## src/rtl/freq_gen.sv

```systemverilog
// Phase-accumulator square-wave generator with burst length, stop and saturating pulse counter.
// Define FREQ_GEN_CARRIER_EN to AND the output with a free-running 38 kHz carrier for IR drive.
module freq_gen #(
    parameter int unsigned WINDOW_CYCLES = 1000000,
    parameter int unsigned BURST_W       = 16
) (
    input  logic               CLK100MHZ,
    input  logic               reset,
    input  logic [31:0]        freq_in,
    input  logic [BURST_W-1:0] burst_len,
    input  logic               load,
    input  logic               stop,
    output logic               signal_out,
    output logic               busy,
    output logic               done,
    output logic               err,
    output logic [BURST_W-1:0] pulse_count
);

    typedef enum logic {IDLE, RUN} state_t;

    localparam logic [32:0]        WIN  = 33'(WINDOW_CYCLES);
    localparam logic [32:0]        HALF = 33'(WINDOW_CYCLES / 2);
    localparam logic [BURST_W-1:0] ONE  = BURST_W'(1);

    state_t             state_q, state_d;
    logic [31:0]        freq_q, freq_d;
    logic [BURST_W-1:0] burst_q, burst_d;
    logic [31:0]        acc_q, acc_d;
    logic               wave_q, wave_d;
    logic               busy_q, busy_d;
    logic               done_q, done_d;
    logic               err_q, err_d;
    logic [BURST_W-1:0] pulse_q, pulse_d;
    logic [BURST_W-1:0] fall_q, fall_d;
    logic [32:0]        sum, diff;
    logic               wrap, freq_ok;

    always_comb begin
        state_d = state_q;
        freq_d  = freq_q;
        burst_d = burst_q;
        acc_d   = acc_q;
        wave_d  = wave_q;
        pulse_d = pulse_q;
        fall_d  = fall_q;
        done_d  = 1'b0;
        err_d   = 1'b0;

        sum     = {1'b0, acc_q} + {freq_q, 1'b0};
        diff    = sum - WIN;
        wrap    = (sum >= WIN);
        freq_ok = (freq_in != 32'd0) && ({1'b0, freq_in} < HALF);

        case (state_q)
            IDLE: begin
                if (load) begin
                    if (freq_ok) begin
                        freq_d  = freq_in;
                        burst_d = burst_len;
                        acc_d   = '0;
                        wave_d  = 1'b0;
                        pulse_d = '0;
                        fall_d  = '0;
                        state_d = RUN;
                    end else begin
                        err_d = 1'b1;
                    end
                end
            end
            RUN: begin
                // stop wins over the burst-final toggle, so done can only pulse once
                if (stop) begin
                    wave_d  = 1'b0;
                    state_d = IDLE;
                    done_d  = 1'b1;
                end else begin
                    acc_d = wrap ? diff[31:0] : sum[31:0];
                    if (wrap) begin
                        wave_d = ~wave_q;
                        if (!wave_q) begin
                            if (pulse_q != '1)
                                pulse_d = pulse_q + ONE;
                        end else begin
                            fall_d = fall_q + ONE;
                            if ((burst_q != '0) && (fall_q == burst_q - ONE)) begin
                                state_d = IDLE;
                                done_d  = 1'b1;
                            end
                        end
                    end
                end
            end
            default: state_d = IDLE;
        endcase

        busy_d = (state_d == RUN);
    end

    always_ff @(posedge CLK100MHZ or posedge reset) begin
        if (reset) begin
            state_q <= IDLE;
            freq_q  <= '0;
            burst_q <= '0;
            acc_q   <= '0;
            wave_q  <= 1'b0;
            busy_q  <= 1'b0;
            done_q  <= 1'b0;
            err_q   <= 1'b0;
            pulse_q <= '0;
            fall_q  <= '0;
        end else begin
            state_q <= state_d;
            freq_q  <= freq_d;
            burst_q <= burst_d;
            acc_q   <= acc_d;
            wave_q  <= wave_d;
            busy_q  <= busy_d;
            done_q  <= done_d;
            err_q   <= err_d;
            pulse_q <= pulse_d;
            fall_q  <= fall_d;
        end
    end

`ifdef FREQ_GEN_CARRIER_EN
    logic [10:0] car_cnt_q, car_cnt_d;
    logic        carrier_q, carrier_d;

    always_comb begin
        car_cnt_d = car_cnt_q + 11'd1;
        carrier_d = carrier_q;
        if (car_cnt_q == 11'd1315) begin
            car_cnt_d = '0;
            carrier_d = ~carrier_q;
        end
    end

    always_ff @(posedge CLK100MHZ or posedge reset) begin
        if (reset) begin
            car_cnt_q <= '0;
            carrier_q <= 1'b0;
        end else begin
            car_cnt_q <= car_cnt_d;
            carrier_q <= carrier_d;
        end
    end

    assign signal_out = wave_q & carrier_q;
`else
    assign signal_out = wave_q;
`endif

    assign busy        = busy_q;
    assign done        = done_q;
    assign err         = err_q;
    assign pulse_count = pulse_q;

endmodule

```

## config.mk

```make
export PLATFORM = sky130hd
export DESIGN_NAME = freq_gen
export DESIGN_NICKNAME = d
export VERILOG_FILES = /design/src/rtl/freq_gen.sv
export SDC_FILE = /design/constraint.sdc
export NUM_CORES = 1
export LEC_CHECK = 0
export CAP_MARGIN = 10
export CORE_MARGIN = 3
export CORE_UTILIZATION = 51
export CTS_BUF_LIST = sky130_fd_sc_hd__clkbuf_8 sky130_fd_sc_hd__clkbuf_16
export DETAILED_ROUTE_END_ITERATION = 10
export PLACE_DENSITY = 0.7
export SYNTH_ARGS = -nofsm -noshare
export SYNTH_HDL_FRONTEND = slang
export SYNTH_SLANG_ARGS = --single-unit
```

## constraint.sdc

```tcl
create_clock -name CLK100MHZ -period 5.25 [get_ports CLK100MHZ]
set_input_delay 0.525 -clock CLK100MHZ [delete_from_list [all_inputs] [get_ports CLK100MHZ]]
set_output_delay 0.525 -clock CLK100MHZ [all_outputs]
set_load 0.01 [all_outputs]
```

==> results.cfg <==
[run_status]
status = finished clean

[final_layout]
postLayoutCoreUtil_pct = 62.9
fin_nets = 1082
nFillCells = 1316
n_antenna_cell = 0
fin_area_mm2 = 0.00936
layout-drive-gt1-share_pct = 5.96
area_growth_pct = 18.0

[detailed_routing]
dr.pass1.iters = 5
remaining_drc_errors = 0
ant_nets = 0
drt-vias-per-instance = 6.07
totalWireLength_um = 20800
vias = 7228
drtIter0Drc = 514
wl_per_cell_um = 17.5

[sta]
fin_skew_ps = 7.48
hold_violations = 0
fin_crit_sh_pct = 89.4
fin_crit_ps = 4690
setup_viol = 0
max_freq_mhz = 213
slew_viol_final = 0
fin_ws_ps = 556
relSlewSlack_pct = 36.0
worst_pin_slew_ps = 960
fin_setup_tns_ps = 0
grt_setup_unrepaired = false

[worst_setup_path]
slowest_delay_ps = 450
cp.arrival_ps = 5000
critical_path_peak_fanout = 8
critPathCapture = fall_q[6]$_DFFE_PP0P_
cp_slowest_cell = xnor2_1
r2r_slack_ps = 560
reg2reg_depth = 15
critical_path_class = reg -> reg
cp.required_ps = 5550
crit-reg2reg-launch = freq_q[0]$_DFFE_PP0P_
startpoint = freq_q[0]$_DFFE_PP0P_
worst_setup_path_start_kind = flip-flop
rr_endpoint = fall_q[6]$_DFFE_PP0P_
worstPathCellList = ha_1, fa_1, a211oi_2, o21ai_2, xnor2_1, ha_1, nor3b_1, nand4_1, nor3_1, nor3_1, o21ai_0, a211o_1, o2111ai_1, o311a_1, a41o_1
worstSetupEndpointType = flip-flop

[power_and_ir_drop]
p_leak_nw = 4.20
swShare_pct = 20.4
power_frac_seq_pct = 40.5
power_frac_comb_pct = 3.3
p_int_mw = 1.75
irDropWorstVdd_uv = 215
powerDensity_mw_per_mm2 = 235
p_switching_uw = 449
power_frac_clock_pct = 56.2

[synth]
synth_cells = 941
avgSynthCellArea_um2 = 8.43
synth_nets = 1030
async_reset_ff_share_pct = 100
synth_top_flop_cell = dfrtp_1
syn_area_mm2 = 0.00793
synth_edf_count = 0
yosys_warnings = 0
yosysSeqAreaShare_pct = 36.3
ys_types = 69
ys_ff_latch = 115

[global_routing]
grt_pass1_vias = 6985
grt_pass1_wl_um = 35000
grt_max_degree = 79
antenna_found_initial = 0
grt_overflow_total = 0
grt_usage_pct = 25.5

[placement]
post-dp-hpwl_um = 14700
placed_area_mm2 = 0.00873
place_congestion = 0.981
port_buffers = 71
pre_cts_ws_ps = 671

[clocking]
clk_pin_slew_ps = 60
root_buffer = clkbuf_16
insertion_delay_ps = 420
post-cts-setup-buffers = 0
ctsHoldBuffers = 0
cts_buffers = 17
cts_resized = 0
cts_tree = built
cts_buffer_depth = 2
htreeDepth = 4
clkSinkCount = 115

[hold_path]
hold_depth = 2
holdCritPathClass = reg -> reg

[die]
ios = 72
dieHeight_um = 131
core_mm2 = 0.0149
initial_core_util_pct = 53.4
num_rows = 44
dieWidth_um = 131
fp.dieArea_mm2 = 0.0171

[run]
drv_cap = 0
==> registers in the layout, summed over array words and instances (netlist names) <==
signal and count:
burst_q 16, done 1, fall_q 16, freq_q 32
pulse_count 16, signal_out 1, acc_q 31, busy 1
err 1
==> worst max-delay path, delay by kind of cell (launching register included) <==
kind | cells | cell delay [ps]
flops | 1 | 380
xor+xnor | 1 | 450
fa+ha+maj | 3 | 900
simple gates | 4 | 680
compound gates | 7 | 2160
==> area by class of cell <==
class                      instances  area [um^2]  area share (%)
clock buffer                      20          467            4.99
clock inverter                    12          163            1.74
inverter                          16         62.6           0.669
multi-input combinational        764         4790            51.2
sequential                       115         2880            30.8
tap                              184          230            2.46
timing repair buffer              79          771            8.24
==> placed cells by master, fill, tap and decap left out, drive strengths merged, types with 13 or more instances in the layout <==
| master | count |
|---|---|
| clkdlybuf4s50 | 71 |
| o21ai | 75 |
| and3 | 16 |
| dfrtp | 115 |
| a21o | 15 |
| nand2 | 168 |
| xnor2 | 50 |
| nor4 | 13 |
| clkbuf | 20 |
| nor2 | 46 |
| ha | 36 |
| xor2 | 24 |
| nor3 | 28 |
| o211ai | 23 |
| a21oi | 45 |
| nand4 | 15 |
| inv | 19 |
| nand3 | 56 |
| and2 | 20 |
==> stage by stage <==
stage                     std cells  hold WS (ps)  power [mW]
after floorplan                 941           452       0.929
after global placement         1158           469       0.980
after detailed placement       1158           478       0.980
after CTS                      1190           487        2.22
after global routing           1190           510        2.27
final                          1190           489        2.20
==> cell families (layout without fill, tap and decap cells) <==
family,Yosys count,in the layout,synth area share [%]
xor gates and xnor gates,74,74,8.17
muxes,5,5,0.647
AOI/OAI and AO/OA,238,238,20.5
and+or+nand+nor,410,410,25.1
buffers and inverters,62,127,3.44
DFF,115,115,36.3
adders and majority gates,37,37,5.93
==> metal layers <==
metal  GRT usage, %  part of all wire [%]  vias to the layer above
li1               -                     -                     3527
met1           34.8                    46                     3470
met2           41.6                    48                      200
met3           5.08                   4.7                       31
met4           6.78                   1.6                        0
met5              0                     0                        -
==> power by group through the flow <==
| stage | clock network [mW] | logic, mW | registers, mW |
|---|---|---|---|
| floorplan | 0 | 0.0221 | 0.907 |
| global placement | 0 | 0.0731 | 0.907 |
| detailed placement | 0 | 0.0733 | 0.907 |
| CTS | 1.26 | 0.0739 | 0.891 |
| global route | 1.30 | 0.0801 | 0.891 |
| finish | 1.24 | 0.0720 | 0.891 |
==> synthesized netlist by cell type (all sizes together) (20+ instances only) <==
library cell,count,area (um^2)
nand2,168,631
dfrtp,115,2880
o21ai,75,394
nand3,56,280
xnor2,50,438
nor2,46,173
a21oi,45,244
ha,36,450
clkbuf,34,129
nor3,28,140
xor2,24,210
o211ai,23,173
and2,20,125
==> worst min path at each step <==
| stage | start | end | slack, ps |
|---|---|---|---|
| final | acc_q[17]$_DFFE_PP0P_ | acc_q[17]$_DFFE_PP0P_ | 490 |
| after global routing | freq_q[24]$_DFFE_PP0P_ | freq_q[24]$_DFFE_PP0P_ | 510 |
| after CTS | freq_q[3]$_DFFE_PP0P_ | freq_q[3]$_DFFE_PP0P_ | 490 |
| after detailed placement | freq_q[20]$_DFFE_PP0P_ | freq_q[20]$_DFFE_PP0P_ | 480 |
| after global placement | acc_q[17]$_DFFE_PP0P_ | acc_q[17]$_DFFE_PP0P_ | 470 |
| after floorplan | freq_q[0]$_DFFE_PP0P_ | freq_q[0]$_DFFE_PP0P_ | 450 |
No activity file was read; power rests on OpenSTA's default activity.
